**config.mk**
```make
export PLATFORM = sky130hd
export DESIGN_NAME = uart_rx
export DESIGN_NICKNAME = d
export VERILOG_FILES = /design/src/rtl/uart_rx.sv
export SDC_FILE = /design/constraint.sdc
export NUM_CORES = 1
export LEC_CHECK = 0
export BUFFER_PORTS_ARGS = -buffer_cell sky130_fd_sc_hd__buf_4
export CORE_MARGIN = 5
export CORE_UTILIZATION = 30
export CTS_BUF_LIST = sky130_fd_sc_hd__clkbuf_2
export CTS_CLUSTER_DIAMETER = 200
export DETAILED_ROUTE_END_ITERATION = 8
export PLACE_DENSITY = 0.48
export SETUP_SLACK_MARGIN = 0.15
export SYNTH_ARGS = -nofsm -noshare
export SYNTH_HDL_FRONTEND = slang
export SYNTH_SLANG_ARGS = --single-unit
```
**constraint.sdc**
```tcl
create_clock -name CLK -period 2.1 [get_ports CLK]
set_input_delay 0.315 -clock CLK [delete_from_list [all_inputs] [get_ports CLK]]
set_output_delay 0.315 -clock CLK [all_outputs]
set_load 0.02 [all_outputs]
```
**src/rtl/uart_rx.sv**
```systemverilog
`timescale 1ns/1ps
// uart_rx: oversampled UART receiver.
//
// Frame: start bit, DATA_WIDTH data bits LSB first, optional even/odd parity
// bit, one stop bit. Each bit lasts PRESCALE clock cycles. Each bit value is
// the majority of three samples taken around mid-bit.
//
// Ports:
//   CLK        in   system clock, rising edge
//   RST        in   synchronous active-high reset
//   RX_IN      in   serial line (idle high), already synchronized to CLK
//   PAR_EN     in   1 = frame carries a parity bit (latched at start of frame)
//   PAR_TYP    in   0 = even, 1 = odd parity (latched at start of frame)
//   P_DATA     out  last correctly received word
//   DATA_VALID out  one-cycle pulse when P_DATA is updated
//   PAR_ERR    out  one-cycle pulse: parity mismatch in the completed frame
//   STP_ERR    out  one-cycle pulse: stop bit sampled low in the completed frame
module uart_rx #(
    parameter int unsigned DATA_WIDTH = 8,
    parameter int unsigned PRESCALE   = 8
) (
    input  logic                  CLK,
    input  logic                  RST,
    input  logic                  RX_IN,
    input  logic                  PAR_EN,
    input  logic                  PAR_TYP,
    output logic [DATA_WIDTH-1:0] P_DATA,
    output logic                  DATA_VALID,
    output logic                  PAR_ERR,
    output logic                  STP_ERR
);

    localparam int unsigned EW = $clog2(PRESCALE);
    localparam int unsigned BW = (DATA_WIDTH > 1) ? $clog2(DATA_WIDTH) : 1;

    localparam logic [EW-1:0] EdgeLast = EW'(PRESCALE - 1);
    localparam logic [EW-1:0] EdgeS0   = EW'(PRESCALE / 2 - 1);
    localparam logic [EW-1:0] EdgeS1   = EW'(PRESCALE / 2);
    localparam logic [EW-1:0] EdgeS2   = EW'(PRESCALE / 2 + 1);
    localparam logic [BW-1:0] BitLast  = BW'(DATA_WIDTH - 1);

    typedef enum logic [2:0] {
        StIdle,
        StStart,
        StData,
        StParity,
        StStop
    } state_e;

    state_e                state_q, state_d;
    logic [EW-1:0]         edge_q, edge_d;
    logic [BW-1:0]         bit_q, bit_d;
    logic [DATA_WIDTH-1:0] shift_q, shift_d;
    logic [2:0]            samp_q, samp_d;
    logic                  par_en_q, par_en_d;
    logic                  par_typ_q, par_typ_d;
    logic                  par_acc_q, par_acc_d;
    logic                  par_fail_q, par_fail_d;
    logic [DATA_WIDTH-1:0] p_data_q, p_data_d;
    logic                  dv_q, dv_d;
    logic                  pe_q, pe_d;
    logic                  se_q, se_d;

    logic bit_eval;
    logic s2_now;
    logic bit_val;

    // With PRESCALE = 4 the third sample lands on the evaluation cycle itself,
    // so it has to be taken straight from the line rather than from samp_q.
    assign s2_now   = (edge_q == EdgeS2) ? RX_IN : samp_q[2];
    assign bit_val  = (samp_q[0] & samp_q[1]) | (samp_q[0] & s2_now) | (samp_q[1] & s2_now);
    assign bit_eval = (edge_q == EdgeLast);

    always_comb begin
        state_d    = state_q;
        edge_d     = edge_q;
        bit_d      = bit_q;
        shift_d    = shift_q;
        samp_d     = samp_q;
        par_en_d   = par_en_q;
        par_typ_d  = par_typ_q;
        par_acc_d  = par_acc_q;
        par_fail_d = par_fail_q;
        p_data_d   = p_data_q;
        dv_d       = 1'b0;
        pe_d       = 1'b0;
        se_d       = 1'b0;

        // The IDLE cycle that sees the line low is edge 0 of the start bit.
        if (state_q == StIdle) begin
            edge_d = RX_IN ? '0 : EW'(1);
        end else begin
            edge_d = bit_eval ? '0 : edge_q + EW'(1);
            if (edge_q == EdgeS0) samp_d[0] = RX_IN;
            if (edge_q == EdgeS1) samp_d[1] = RX_IN;
            if (edge_q == EdgeS2) samp_d[2] = RX_IN;
        end

        unique case (state_q)
            StIdle: begin
                if (!RX_IN) begin
                    state_d    = StStart;
                    par_en_d   = PAR_EN;
                    par_typ_d  = PAR_TYP;
                    par_acc_d  = 1'b0;
                    par_fail_d = 1'b0;
                    bit_d      = '0;
                end
            end
            StStart: begin
                if (bit_eval) begin
                    // A start bit that votes high was a glitch.
                    if (bit_val) begin
                        state_d = StIdle;
                    end else begin
                        state_d = StData;
                        bit_d   = '0;
                    end
                end
            end
            StData: begin
                if (bit_eval) begin
                    shift_d   = {bit_val, shift_q[DATA_WIDTH-1:1]};
                    par_acc_d = par_acc_q ^ bit_val;
                    if (bit_q == BitLast) begin
                        state_d = par_en_q ? StParity : StStop;
                    end else begin
                        bit_d = bit_q + BW'(1);
                    end
                end
            end
            StParity: begin
                if (bit_eval) begin
                    par_fail_d = (bit_val != (par_acc_q ^ par_typ_q));
                    state_d    = StStop;
                end
            end
            StStop: begin
                if (bit_eval) begin
                    state_d = StIdle;
                    if (!par_fail_q && bit_val) begin
                        p_data_d = shift_q;
                        dv_d     = 1'b1;
                    end else begin
                        pe_d = par_fail_q;
                        se_d = ~bit_val;
                    end
                end
            end
            default: state_d = StIdle;
        endcase
    end

    always_ff @(posedge CLK) begin
        if (RST) begin
            state_q    <= StIdle;
            edge_q     <= '0;
            bit_q      <= '0;
            shift_q    <= '0;
            samp_q     <= '0;
            par_en_q   <= 1'b0;
            par_typ_q  <= 1'b0;
            par_acc_q  <= 1'b0;
            par_fail_q <= 1'b0;
            p_data_q   <= '0;
            dv_q       <= 1'b0;
            pe_q       <= 1'b0;
            se_q       <= 1'b0;
        end else begin
            state_q    <= state_d;
            edge_q     <= edge_d;
            bit_q      <= bit_d;
            shift_q    <= shift_d;
            samp_q     <= samp_d;
            par_en_q   <= par_en_d;
            par_typ_q  <= par_typ_d;
            par_acc_q  <= par_acc_d;
            par_fail_q <= par_fail_d;
            p_data_q   <= p_data_d;
            dv_q       <= dv_d;
            pe_q       <= pe_d;
            se_q       <= se_d;
        end
    end

    assign P_DATA     = p_data_q;
    assign DATA_VALID = dv_q;
    assign PAR_ERR    = pe_q;
    assign STP_ERR    = se_q;

endmodule

```
* After elaboration in Yosys (flattened, before gate mapping)
Cells that the tools add are included.
Operators by class: add/sub/neg operators 2, eq/ne operators 18, muxes and demuxes 25, reductions and logical operators 17, bitwise operators 12
Operator list (number):
- $mux 3 | 14
- $ne 2x2->1 const B | 8
- $eq 3x3->1 const B | 5
- $pmux 3 s5 | 1
- $reduce_and 6->1 | 2
- $eq 3x2->1 const B | 3
- $pmux 3 s3 | 1
- $reduce_and 3->1 | 3
- $reduce_and 2->1 | 4
- $add 3x1->3 const B | 2
- $mux 1 | 6
- $not 1->1 | 5
- $pmux 1 s2 | 2
- $reduce_bool 2->1 | 2
- $reduce_or 4->1 | 1
- $and 1x1->1 | 3
- $eq 3x1->1 const B | 1
- $logic_not 3->1 | 1
- $reduce_bool 3->1 | 1
- $reduce_or 3->1 | 1
- $mux 2 | 1
- $or 1x1->1 | 2
- $xor 1x1->1 | 2
- $logic_and 1x1->1 | 1
- other kinds (2) | 2
Storage, ports and cells: output and inout port bits 11, word-level logic and storage cells 89, bits of input ports 5, register bits 35

* Longest topological paths before layout
depth after elaboration 8, gate-level depth with buffers 7, mapped depth without buffers 6

* Worst setup path after synthesis
OpenSTA, ideal clock, no wires.
path type reg-to-reg, start point reg edge_q[0], end point reg bit_q[0], data required time 1968 ps, stages on the path, launching flop included 8, setup slack 372 ps, library setup time 132 ps, data arrival time 1596 ps, buffers on the path 1, clock period less this slack 1728 ps, path through dfxtp_1 -> ha_1 -> ha_1 -> buf_2 -> nand3b_1 -> a221oi_2 -> mux2i_1 -> a21oi_1
Between the ends: word-level cells in the longest chain between the ends 7, elaborated cells between the ends (all ways) 11, those cells by class eq/ne: 5; mux: 1; bitwise: 4; reduce/logical: 1
Ends and longest elaborated chain:
- start, declared | line 51 | logic [EW-1:0] edge_q, edge_d;
- start signal, assigned | line 171 | edge_q <= edge_d;
- $eq 3x3->1 | line 70 | assign s2_now = (edge_q == EdgeS2) ? RX_IN : samp_q[2];
- $mux 1
- $and 1x1->1 | line 71 | assign bit_val = (samp_q[0] & samp_q[1]) | (samp_q[0] & s2_now) | (samp_q[1] & s2_now);
- $or 1x1->1 (2 in a row) | line 71
- $ne 2x2->1 (no source line)
- $reduce_and 6->1 (no source line) (*)
- end signal, assigned | line 172 | bit_q <= bit_d;
- end, declared | line 52 | logic [BW-1:0] bit_q, bit_d;
Every way passes the cells marked *; elsewhere a longest branch is shown, timed or not. A chain may end at the register's enable or synchronous reset.

* Worst setup path in the final report
start point reg edge_q[1], end point reg state_q[1]
Between the ends: word-level cells in the longest chain between the ends 8, elaborated cells between the ends (all ways) 15, those cells by class eq/ne: 6; mux: 4; bitwise: 4; reduce/logical: 1
Ends and longest elaborated chain:
- $eq 3x3->1 | line 70
- $mux 1
- $and 1x1->1 | line 71
- $or 1x1->1 (2 in a row) | line 71
- $mux 2 | line 113 | if (bit_val) begin
- $mux 3 | line 111 | if (bit_eval) begin
- $pmux 3 s5 | line 99 | unique case (state_q)
- end signal, assigned | line 156 | state_q <= StIdle;
- end signal, assigned | line 170 | state_q <= state_d;
- end, declared | line 50 | state_e state_q, state_d;
Several ways; a longest one is shown, not always the timed one. The select of a mux whose other input is x is not followed.

==> run metrics <==
Switching Fraction 0.348; Static Leakage 0.722 nW; dominant cells by area after synthesis dfxtp_1 (41%), nand2_1 (8.7%), mux2i_1 (7.0%); worst setup path start edge_q[1]$_SDFF_PP0_; CTS sink cnt 35; Slew Limit Fails 0; Final Hold Viols 0; Worst Path Arrival 2.12 ns; first-pass GRT wire length 6310 um; Synth Flop Type dfxtp_1; core box area 5540 sq um; Avg Inst Size Synth 8.57 sq um; pre-CTS WS 0.222 ns; Initial Util 0.311; RSZ-0062 raised after global routing true; Synth Instances 201; Setup crit start kind register; Cell Pwr Density 860 nW/um^2; vias post-DR 1383; all-layer global routing usage 0.108; max cap viols 0; min-delay worst type in -> reg; area leader, netlist dfxtp_1; Reg2Reg Depth 7; # IOs 16; final WL 3780 um; critical hold path startpoint PAR_EN; ratio of cells with drive above 1 in the final layout 0.202; largest net degree at the start of global routing 29; critical path capture point type register; Clock Latency Late Sink 0.40 ns; total power 0.00171 W; Iter 0 DRT Violations 63; status completed; synthesized area 1720 sq um; Commonest cells post-synth nand2_1 (40), dfxtp_1 (35), a21oi_1 (17); DP HPWL 2460 um; Net Switching 0.000597 W; port bufs 15; most common cell in the synthesized netlist nand2_1; R2R setup slack 0.31 ns; internal power 0.00112 W; WHS Path Cells 3; Final min period 1.79 ns; setup slack after layout 0.308 ns; r2r endpoint state_q[1]$_SDFFE_PP0P_; fin nets 229; CTS tree done; DR DRC count 0; total grt overflow 0; Seq pwr share 0.474; Comb power frac 0.258; Syn Nets 213; FF-to-FF Start edge_q[1]$_SDFF_PP0_; relative slew slack 0.550; Worst-Margin Slew 0.675 ns; CTS max path bufs 2; GP Congestion 0.772; antenna viol nets, final 0; peak supply drop 0.424 mV; Die Wd 85.8 um; Routed wire per std cell 13.0 um; Ys Warns 0; final setup vio count 0; CTS HTree Levels 2; EDFF count, synth 0; diode count 0; Yosys cell types 44; CP Class reg -> reg; Reg clk slew, reported paths 0.21 ns; CTS buffer count 5; die span in y 85.8 um; initial antenna violation count 0; Synth async-reset ratio 0; die area 7350 sq um; root buffer cell clkbuf_2; flops & latches, synth 35; fin crit share 0.853; WP data required 2.43 ns; Clk network pwr share 0.269; Hold Path End par_en_q$_SDFFE_PP0P_; Syn-to-layout area delta 15.8%; vias per inst 4.77; vias in the first global route 1263; Final Skew 0.0144 ns; FMAX 558 MHz; register area share after synthesis 0.407; first drt pass iteration count 4; row count 27; Synth top area share 0.407; setup TNS 0 ns; CP Max Fanout 8
[worst max-delay path by stage]
stage,slack [ns],end,cells past startpoint
6_report,0.31,state_q[1]$_SDFFE_PP0P_,7
2_1_floorplan,0.37,bit_q[0]$_SDFFE_PP0P_,7
5_1_grt,0.14,state_q[1]$_SDFFE_PP0P_,7
3_3_place_gp,0.20,P_DATA[0]$_SDFFE_PP0P_,7
4_1_cts,0.18,P_DATA[2]$_SDFFE_PP0P_,7
3_5_place_dp,0.22,P_DATA[2]$_SDFFE_PP0P_,7
[logic make-up after synthesis]
group                      after synthesis  share of synthesized area
adders and majority gates                7                     0.0509
DFF                                     35                      0.407
and+or+nand+nor                         83                      0.238
xor gates and xnor gates                 1                    0.00509
AOI/OAI and AO/OA                       38                      0.164
buffers and inverters                   25                     0.0654
muxes                                   12                     0.0698
[per-layer routing]
metal | global-route usage | vias to the layer above | share of wire
met5 | 0 | - | 0
met2 | 0.153 | 16 | 0.42
met4 | 0.0432 | 0 | 0.016
li1 | - | 728 | -
met1 | 0.152 | 633 | 0.53
met3 | 0.0317 | 6 | 0.037
[registers in the layout, indices dropped and copies added (netlist names)]
signal      flops
P_DATA          8
STP_ERR         1
par_acc_q       1
edge_q          3
par_en_q        1
shift_q         8
DATA_VALID      1
bit_q           3
par_typ_q       1
PAR_ERR         1
state_q         3
par_fail_q      1
samp_q          3
[power groups by stage]
stage	clock network (W)	logic [W]	registers, W
floorplan	0	0.000419	0.000738
global placement	0	0.000434	0.000819
detailed placement	0	0.000426	0.000819
CTS	0.000479	0.000432	0.000806
global route	0.000504	0.000504	0.000824
finish	0.000461	0.000442	0.000812
[critical path: stages, from the launching register on]
cell and delay (ns):
dfxtp_1 0.37, inv_1 0.08, ha_1 0.22, a21bo_2 0.24, a31oi_4 0.10, buf_4 0.18
o31a_1 0.28, a311oi_1 0.25
[placed cells by master (no fill, tap or decap), types with 2 or more instances in the layout]
cell type and n:
nand2_1 40, dfxtp_1 33, buf_4 22, a21oi_1 17, mux2i_1 12, inv_1 10
nor2_1 9, ha_1 7, nand3_1 6, clkbuf_2 5, o21ai_0 4, or3_1 4
nor3_1 4, o2111ai_1 3, nand3b_1 3, nor4b_1 2, or2_1 2, o21ba_2 2
nor3b_1 2, and2_1 2, nand4_1 2, o211ai_1 2, dfxtp_2 2
[through the flow]
step	hold slack [ns]	utilization	instances	cell area (sq um)
floorplan	0.437	-	201	1720
global placement	0.444	0.341	279	1890
detailed placement	0.449	0.341	279	1890
CTS	0.116	0.354	287	1960
global route	0.121	0.360	290	1990
finish	0.128	0.360	290	1990
[what timing repair did]
action                                  4_1_cts  5_1_grt
endpoints found under the setup margin        0       13
endpoints found under the hold margin         0        0
resized for setup                             0        3
setup buffers                                 0        2
hold buffers                                  0        0
[layout make-up]
class | instances | area, sq um
well taps | 72 | 90.1
flip-flops and latches | 35 | 703
clock inverters | 3 | 43.8
multi-input cells | 142 | 925
inverters | 11 | 41.3
clock buffers | 5 | 25.0
repair buffers | 22 | 165
fillers | 601 | 3550
(Power assumes the default switching activity.)
